$ cat src/rtl/fetch_prefetch_queue_pkg.sv
// Shared definitions for the instruction prefetch queue.
//   WORD_ADDR_W   : width of the memory word address (PC[31:2])
//   PC_INCR       : sequential fetch stride in bytes
//   PC_ALIGN_MASK : clears the byte-offset bits of a PC
//   slot_t        : one queue entry (PC+4 of the entry, instruction, filled flag)
package fetch_prefetch_queue_pkg;

  localparam int unsigned WORD_ADDR_W   = 30;
  localparam logic [31:0] PC_INCR       = 32'd4;
  localparam logic [31:0] PC_ALIGN_MASK = 32'hFFFF_FFFC;

  // The slot stores PC+4 rather than PC: that is the value presented to IF/ID,
  // and a zeroed slot then yields the required out_pcplus4 reset value of 0.
  typedef struct packed {
    logic [31:0] pcplus4;
    logic [31:0] instr;
    logic        filled;
  } slot_t;

  function automatic logic [31:0] align_pc(input logic [31:0] pc);
    return pc & PC_ALIGN_MASK;
  endfunction

endpackage

$ cat src/rtl/fetch_prefetch_queue_if.sv
// Handshake bundle of the prefetch queue.
//   imem_req_*  : word fetch request toward instruction memory
//   imem_resp_* : in-order instruction return from memory
//   out_*       : queue head toward the IF/ID register (out_ready = IF/ID enable)
//   redirect_*  : taken-branch flush and restart
// master = the prefetch queue, slave = memory / pipeline side.
interface fetch_prefetch_queue_if;
  import fetch_prefetch_queue_pkg::*;

  logic                   imem_req_valid;
  logic                   imem_req_ready;
  logic [WORD_ADDR_W-1:0] imem_req_addr;
  logic                   imem_resp_valid;
  logic [31:0]            imem_resp_data;
  logic                   out_valid;
  logic                   out_ready;
  logic [31:0]            out_instr;
  logic [31:0]            out_pcplus4;
  logic                   redirect_valid;
  logic [31:0]            redirect_pc;

  modport master (
    output imem_req_valid, imem_req_addr, out_valid, out_instr, out_pcplus4,
    input  imem_req_ready, imem_resp_valid, imem_resp_data, out_ready,
           redirect_valid, redirect_pc
  );

  modport slave (
    input  imem_req_valid, imem_req_addr, out_valid, out_instr, out_pcplus4,
    output imem_req_ready, imem_resp_valid, imem_resp_data, out_ready,
           redirect_valid, redirect_pc
  );

endinterface

$ cat src/rtl/fetch_prefetch_queue_slot_buf.sv
// DEPTH-entry slot array of the prefetch queue with its alloc/fill/head pointers
// and allocated-slot count.
//   clock, reset      : rising-edge clock, synchronous active-high reset
//   alloc, alloc_pc   : reserve slot[alloc] for a fetch issued at alloc_pc
//   fill, fill_instr  : write the next returned instruction into slot[fill]
//   pop               : release the head slot
//   flush             : free every slot and rewind all pointers
//   count             : number of allocated slots
//   head_*            : contents of the head slot
module fetch_slot_buf
  import fetch_prefetch_queue_pkg::*;
#(
  parameter int unsigned DEPTH = 4
) (
  input  logic                   clock,
  input  logic                   reset,
  input  logic                   alloc,
  input  logic [31:0]            alloc_pc,
  input  logic                   fill,
  input  logic [31:0]            fill_instr,
  input  logic                   pop,
  input  logic                   flush,
  output logic [$clog2(DEPTH):0] count,
  output logic                   head_filled,
  output logic [31:0]            head_instr,
  output logic [31:0]            head_pcplus4
);

  localparam int unsigned PW = $clog2(DEPTH);
  localparam int unsigned CW = PW + 1;

  slot_t          slots [DEPTH];
  logic [PW-1:0]  alloc_ptr;
  logic [PW-1:0]  fill_ptr;
  logic [PW-1:0]  head_ptr;

  // alloc, fill and pop always address different slots: alloc targets a free
  // slot, fill the oldest unfilled one, pop the filled head. The filled bit is
  // cleared on allocation, so a popped slot needs no update.
  always_ff @(posedge clock) begin
    if (reset) begin
      alloc_ptr <= '0;
      fill_ptr  <= '0;
      head_ptr  <= '0;
      count     <= '0;
      for (int unsigned i = 0; i < DEPTH; i++) begin
        slots[i] <= '0;
      end
    end else if (flush) begin
      alloc_ptr <= '0;
      fill_ptr  <= '0;
      head_ptr  <= '0;
      count     <= '0;
      for (int unsigned i = 0; i < DEPTH; i++) begin
        slots[i].filled <= 1'b0;
      end
    end else begin
      if (alloc) begin
        slots[alloc_ptr].pcplus4 <= alloc_pc + PC_INCR;
        slots[alloc_ptr].filled  <= 1'b0;
        alloc_ptr                <= alloc_ptr + PW'(1);
      end
      if (fill) begin
        slots[fill_ptr].instr  <= fill_instr;
        slots[fill_ptr].filled <= 1'b1;
        fill_ptr               <= fill_ptr + PW'(1);
      end
      if (pop) begin
        head_ptr <= head_ptr + PW'(1);
      end
      count <= count + CW'(alloc) - CW'(pop);
    end
  end

  assign head_filled  = slots[head_ptr].filled;
  assign head_instr   = slots[head_ptr].instr;
  assign head_pcplus4 = slots[head_ptr].pcplus4;

endmodule

$ cat src/rtl/fetch_prefetch_queue.sv
// Instruction prefetch queue between instruction memory and the IF/ID register.
// Issues in-order word fetches ahead of decode, buffers up to DEPTH tagged
// instructions and flushes everything on a taken-branch redirect.
//   clock, reset : rising-edge clock, synchronous active-high reset
//   bus          : memory request/response, IF/ID output and redirect handshakes
//   occupancy    : number of allocated slots (debug)
module fetch_prefetch_queue
  import fetch_prefetch_queue_pkg::*;
#(
  parameter int unsigned DEPTH    = 4,
  parameter int unsigned MAX_OUT  = 4,
  parameter logic [31:0] RESET_PC = 32'h0
) (
  input  logic                   clock,
  input  logic                   reset,
  fetch_prefetch_queue_if.master bus,
  output logic [$clog2(DEPTH):0] occupancy
);

  localparam int unsigned CW  = $clog2(DEPTH) + 1;
  localparam int unsigned PDW = $clog2(MAX_OUT + 1);

  logic [31:0]     fetch_pc;
  logic [PDW-1:0]  pending;
  logic [PDW-1:0]  pending_next;
  logic [PDW-1:0]  discard;
  logic [CW-1:0]   count;
  logic            head_filled;
  logic            issue;
  logic            fire;
  logic            drop;
  logic            fill;
  logic            pop;

  assign issue = !reset && !bus.redirect_valid &&
                 (count < CW'(DEPTH)) && (pending < PDW'(MAX_OUT));
  assign fire  = issue && bus.imem_req_ready;
  assign drop  = bus.imem_resp_valid && (discard != '0);
  // A response arriving in the redirect cycle belongs to the old stream.
  assign fill  = bus.imem_resp_valid && !drop && !bus.redirect_valid;
  assign pop   = bus.out_valid && bus.out_ready;

  assign bus.imem_req_valid = issue;
  assign bus.imem_req_addr  = fetch_pc[31:32-WORD_ADDR_W];
  assign bus.out_valid      = (count != '0) && head_filled && !bus.redirect_valid;
  assign occupancy          = count;

  always_comb begin
    pending_next = pending + PDW'(fire) - PDW'(bus.imem_resp_valid);
  end

  // Responses return in order, so after a redirect the first `discard`
  // responses are exactly the stale ones; new requests may issue meanwhile.
  always_ff @(posedge clock) begin
    if (reset) begin
      fetch_pc <= RESET_PC;
      pending  <= '0;
      discard  <= '0;
    end else begin
      pending <= pending_next;
      if (bus.redirect_valid) begin
        discard  <= pending_next;
        fetch_pc <= align_pc(bus.redirect_pc);
      end else begin
        if (drop) begin
          discard <= discard - PDW'(1);
        end
        if (fire) begin
          fetch_pc <= fetch_pc + PC_INCR;
        end
      end
    end
  end

  fetch_slot_buf #(
    .DEPTH(DEPTH)
  ) u_slot_buf (
    .clock       (clock),
    .reset       (reset),
    .alloc       (fire),
    .alloc_pc    (fetch_pc),
    .fill        (fill),
    .fill_instr  (bus.imem_resp_data),
    .pop         (pop),
    .flush       (bus.redirect_valid),
    .count       (count),
    .head_filled (head_filled),
    .head_instr  (bus.out_instr),
    .head_pcplus4(bus.out_pcplus4)
  );

endmodule

$ cat src/flat_wrapper.sv
// flat-port wrapper written by rule: the top's interface ports become plain ports
module fetch_prefetch_queue_flat import fetch_prefetch_queue_pkg::*;
#(
  parameter int unsigned DEPTH    = 4,
  parameter int unsigned MAX_OUT  = 4,
  parameter logic [31:0] RESET_PC = 32'h0
)
  (clock, reset, occupancy, bus_imem_req_valid, bus_imem_req_addr, bus_out_valid, bus_out_instr, bus_out_pcplus4, bus_imem_req_ready, bus_imem_resp_valid, bus_imem_resp_data, bus_out_ready, bus_redirect_valid, bus_redirect_pc);
  fetch_prefetch_queue_if bus_i ();
  input  logic clock;
  input  logic reset;
  output logic [$clog2(DEPTH):0] occupancy;
  output wire logic [$bits(bus_i.imem_req_valid)-1:0] bus_imem_req_valid;
  output wire logic [$bits(bus_i.imem_req_addr)-1:0] bus_imem_req_addr;
  output wire logic [$bits(bus_i.out_valid)-1:0] bus_out_valid;
  output wire logic [$bits(bus_i.out_instr)-1:0] bus_out_instr;
  output wire logic [$bits(bus_i.out_pcplus4)-1:0] bus_out_pcplus4;
  input wire logic [$bits(bus_i.imem_req_ready)-1:0] bus_imem_req_ready;
  input wire logic [$bits(bus_i.imem_resp_valid)-1:0] bus_imem_resp_valid;
  input wire logic [$bits(bus_i.imem_resp_data)-1:0] bus_imem_resp_data;
  input wire logic [$bits(bus_i.out_ready)-1:0] bus_out_ready;
  input wire logic [$bits(bus_i.redirect_valid)-1:0] bus_redirect_valid;
  input wire logic [$bits(bus_i.redirect_pc)-1:0] bus_redirect_pc;
  assign bus_imem_req_valid = bus_i.imem_req_valid;
  assign bus_imem_req_addr = bus_i.imem_req_addr;
  assign bus_out_valid = bus_i.out_valid;
  assign bus_out_instr = bus_i.out_instr;
  assign bus_out_pcplus4 = bus_i.out_pcplus4;
  assign bus_i.imem_req_ready = bus_imem_req_ready;
  assign bus_i.imem_resp_valid = bus_imem_resp_valid;
  assign bus_i.imem_resp_data = bus_imem_resp_data;
  assign bus_i.out_ready = bus_out_ready;
  assign bus_i.redirect_valid = bus_redirect_valid;
  assign bus_i.redirect_pc = bus_redirect_pc;
  fetch_prefetch_queue #(.DEPTH(DEPTH), .MAX_OUT(MAX_OUT), .RESET_PC(RESET_PC)) u_core (.clock(clock), .reset(reset), .bus(bus_i), .occupancy(occupancy));
endmodule
$ cat config.mk
export PLATFORM = sky130hd
export DESIGN_NAME = fetch_prefetch_queue_flat
export DESIGN_NICKNAME = d
export VERILOG_FILES = /design/src/rtl/fetch_prefetch_queue_pkg.sv /design/src/rtl/fetch_prefetch_queue_if.sv /design/src/rtl/fetch_prefetch_queue_slot_buf.sv /design/src/rtl/fetch_prefetch_queue.sv /design/src/flat_wrapper.sv
export SDC_FILE = /design/constraint.sdc
export NUM_CORES = 1
export LEC_CHECK = 0
export CAP_MARGIN = 10
export CORE_MARGIN = 3
export CORE_UTILIZATION = 50
export CTS_BUF_LIST = sky130_fd_sc_hd__clkbuf_2
export CTS_CLUSTER_SIZE = 14
export DETAILED_ROUTE_END_ITERATION = 6
export PLACE_DENSITY_LB_ADDON = 0.1
export SLEW_MARGIN = 25
export SYNTH_ARGS = -nofsm -noshare
export SYNTH_HDL_FRONTEND = slang
export SYNTH_SLANG_ARGS = --single-unit
$ cat constraint.sdc
create_clock -name clock -period 3.6 [get_ports clock]
set_clock_uncertainty 0.05 [all_clocks]
set_input_delay 0.36 -clock clock [delete_from_list [all_inputs] [get_ports clock]]
set_output_delay 0.36 -clock clock [all_outputs]
set_load 0.01 [all_outputs]
==> summary by stage <==
Yosys
The register area share after synthesis is between 60% and 70%. The gate count of the mapped netlist is between 1000 and 1500. The dominant synthesized flop cell is sky130_fd_sc_hd__edfxtp_1. In this run, synthesis inferred 248 flip-flops with an integrated enable.

The synthesized area is ~14000 um2. The share of synthesized flip-flops with an asynchronous set or reset is 0%. The count of unique library cells instantiated by Yosys is about 60.

Averaged over all synthesized cells, the footprint is roughly 13 um2. The flop and latch count out of synthesis is 299. The number of warnings issued by yosys is 0.

CTS
TritonCTS built the clock tree. After clock tree synthesis, the setup repair step added 0 buffers. The later pin in the worst-skew pair is clocked with a latency of ~0.84 ns. Counting along the longest clock path gives a buffer depth of 3. The depth of the CTS H-tree is 3. The clock slew seen by the registers of the worst setup and hold paths is approximately 0.12 ns. Counting the buffers created by CTS gives just under 80. The root buffer cell chosen for the clock tree is sky130_fd_sc_hd__clkbuf_2. The tree built by TritonCTS fans out to ~300 sinks. The post-cts resize count is 0.

Die
The overall die area is between 30000 and 40000 um2. The die is 174 um wide. For this configuration, the core starts out at a cell density of about half. The die boundary height is 174 um. The core area is approximately 27000 um2. The I/O pin count is roughly 170. In this run the core area contains 60 standard-cell rows.

Global route
Entering global routing, the biggest net connects 85 pins. The first global-routing pass estimated 55.9 mm of wire. The global-route total usage across every layer is around a quarter. The overall overflow remaining after global route is 0. The via count of the first global-routing pass is between 10000 and 15000. The number of antenna violations at the first check in global routing is 1.

Routing
The length of the first detailed-routing pass in iterations is 5. The detailed-route vias per instance is between 5 and 6. The number of nets with antenna violations after routing is 0.

The vias after detailed routing is ~10000. In the routed design, unresolved DRC markers number 0. After detailed routing, the average wire length per cell comes to around 21 um. The post-detailed-routing wire length is 35.9 mm.

The first-iteration detailed-routing DRC count is 997.

Power and ir drop
The portion of total power attributed to sequential cells is a little over half. The power after layout is 7.41 mW. Dividing total power by cell area gives a power density of 439 nW/um2. The combinational power share is 11.7%. The net load switching power is a little under 2 mW.

The worst IR drop on VDD is around 210 uV. In this run switching power makes up around a quarter of total power. The internal power component is 5.48 mW.

The relative contribution of the clock network to total power is 34.0%. For this design the static power due to leakage is roughly 6.3 nW.

Critical path
For the worst flop-to-flop path, the logic depth is 7. The critical path arrival is just under 3 ns. The worst setup path is captured at a primary output. The worst setup path is of the reg2out kind.

Of all nets on the critical path, the largest fanout is 62. Data on the critical path is required at its endpoint by 3.19 ns. The category of the worst setup path launch point is a register.

Placed design
The post-placement cell count is between 1500 and 2000. The standard cell area after detailed placement is about 16000 um2. The congestion estimate from routability-driven global placement came to between 0.8 and 0.9.

The worst-case setup slack after placement is about 0.56 ns. The count of buffers from port buffering is ~160. The sum of net half-perimeters after detailed placement is ~22 mm.

Timing
The remaining max-slew budget at the tightest pin is 30.6%. The summed negative setup slack over all endpoints is 0 ns. The number of hold violations in the final report is 0. The worst setup margin is roughly 0.27 ns. Setup repair after global routing left no endpoint under its margin. The worst hold slack is around 0.064 ns. For the pin with the worst max-slew slack, the measured transition is ~1.0 ns. The share of the cycle needed by the critical path after routing is 92.5%. Setup violations remaining at the end of the flow were counted as 0. Derived from the worst setup path, the maximum achievable clock frequency is roughly 300 MHz. The smallest clock period supported by the final layout is computed as approximately 3.3 ns. The max-slew violation count is 0.

Cells and area
The layout net count is 1349. Cells with a size suffix above 1 make up between 15 and 20% of the layout. The final cell area excluding filler cells is approximately 17000 um2.

The post-synthesis to final-layout area growth is 20.4%. The filler cell count is between 2000 and 2500. Summing all flip-flop and latch instances after layout gives ~8500 um2. Cells fill about three fifths of the core in the end. The total area of multi-input combinational cells is ~5100 um2.

The final cell count without fillers is ~1700.

Hold path
The worst hold path belongs to the class in2reg. The worst hold path stage count is 3.

Outcome
The run finished with clean final reports.

Flow run
Across the run, the number of max-cap violations was 0.
[state kept, by name, summed over array words and instances (netlist names), named ones only]
name and count:
u_core.u_slot_buf.count 3, u_core.u_slot_buf.slots 252, u_core.fetch_pc 30, u_core.u_slot_buf.alloc_ptr 2, u_core.u_slot_buf.head_ptr 2, u_core.discard 3
u_core.pending 3, u_core.u_slot_buf.fill_ptr 2
[synthesized netlist by cell type (16+ instances only)]
master | count | area, um2
sky130_fd_sc_hd__mux4_2 | 63 | 1420
sky130_fd_sc_hd__o21ai_0 | 24 | 120
sky130_fd_sc_hd__nand3_1 | 22 | 110
sky130_fd_sc_hd__dfxtp_1 | 51 | 1020
sky130_fd_sc_hd__clkbuf_1 | 68 | 255
sky130_fd_sc_hd__nand4_1 | 18 | 113
sky130_fd_sc_hd__edfxtp_1 | 248 | 7450
sky130_fd_sc_hd__nand2_1 | 49 | 184
sky130_fd_sc_hd__nor2_1 | 56 | 210
sky130_fd_sc_hd__or3_1 | 17 | 106
sky130_fd_sc_hd__inv_1 | 22 | 82.6
sky130_fd_sc_hd__and2_1 | 35 | 219
sky130_fd_sc_hd__buf_2 | 16 | 80.1
sky130_fd_sc_hd__or4_1 | 19 | 143
sky130_fd_sc_hd__and3_1 | 139 | 870
sky130_fd_sc_hd__a21oi_1 | 79 | 395
[layout by cell type (no fill, tap or decap), types with 6 or more instances in the layout]
cell / n
sky130_fd_sc_hd__edfxtp_1: 248
sky130_fd_sc_hd__clkdlybuf4s50_1: 164
sky130_fd_sc_hd__and3_1: 139
sky130_fd_sc_hd__clkbuf_2: 121
sky130_fd_sc_hd__a21oi_1: 79
sky130_fd_sc_hd__mux4_2: 63
sky130_fd_sc_hd__nor2_1: 55
sky130_fd_sc_hd__nand2_1: 49
sky130_fd_sc_hd__dfxtp_1: 49
sky130_fd_sc_hd__and2_1: 35
sky130_fd_sc_hd__buf_4: 28
sky130_fd_sc_hd__o21ai_0: 24
sky130_fd_sc_hd__nand3_1: 22
sky130_fd_sc_hd__inv_1: 22
sky130_fd_sc_hd__or4_1: 19
sky130_fd_sc_hd__nand4_1: 18
sky130_fd_sc_hd__or3_1: 17
sky130_fd_sc_hd__ha_1: 15
sky130_fd_sc_hd__o31ai_1: 14
sky130_fd_sc_hd__xnor2_1: 11
sky130_fd_sc_hd__a311oi_1: 11
sky130_fd_sc_hd__clkinv_1: 9
sky130_fd_sc_hd__and4_1: 8
sky130_fd_sc_hd__nor3_1: 6
sky130_fd_sc_hd__nor4_1: 6
sky130_fd_sc_hd__xor2_1: 6
sky130_fd_sc_hd__a31o_2: 6
[power by group through the flow]
stage	Sequential, mW	Combinational (mW)	Clock (mW)
6_report	4.02	0.869	2.52
4_1_cts	4.02	0.875	2.58
3_3_place_gp	4.09	0.861	0
2_1_floorplan	4.07	0.444	0
3_5_place_dp	4.10	0.870	0
5_1_grt	4.04	0.943	2.77
[worst paths after layout]
kind | from | end | slack [ns]
max | register | bus_out_pcplus4[18] | 0.27
min | bus_redirect_pc[7] | u_core.fetch_pc[7] | 0.06
max reg2reg | u_core.fetch_pc[2] | u_core.u_slot_buf.slots[0][55] | 0.87
min reg2reg | u_core.u_slot_buf.alloc_ptr[0] | u_core.u_slot_buf.alloc_ptr[0] | 0.45
[per-layer routing]
metal,vias to the layer above,GRT usage (%),part of all wire (%)
met2,432,36.1,46
met5,-,0,0
li1,4582,-,-
met1,4885,34.1,43
met3,49,6.00,9.1
met4,0,6.32,1.5
[cell families (layout without fill, tap and decap cells)]
logic type / Yosys count / after routing / share of synthesized area, %
simple gates: 402 / 402 / 16.6
flops: 299 / 299 / 60.4
compound gates: 160 / 160 / 6.92
buf+inv: 110 / 355 / 3.15
mux: 65 / 65 / 10.3
fa+ha+maj: 17 / 17 / 1.62
xor+xnor: 17 / 17 / 1.06
other cells: 1 / 3 / 0.0267
[layout make-up]
cell class,count,share of cell area [%]
antenna,1,0.0148
clock buffer,121,3.59
clock inverter,14,0.963
inverter,22,0.489
multi-input combinational,663,30.4
sequential,299,50.2
tap,372,2.76
timing repair buffer,198,11.6
[worst max-delay path, stage by stage (launching register included)]
cell                              delay (ns)
sky130_fd_sc_hd__dfxtp_2                0.35
sky130_fd_sc_hd__buf_4                  0.74
sky130_fd_sc_hd__mux4_2                 0.48
sky130_fd_sc_hd__clkdlybuf4s50_1        0.51
[what timing repair did]
action / in CTS / in global routing
endpoints found under the setup margin: 0 / 0
hold buffers: 1 / 0
endpoints found under the hold margin: 1 / 0
Power figures use the tool's default switching activity.
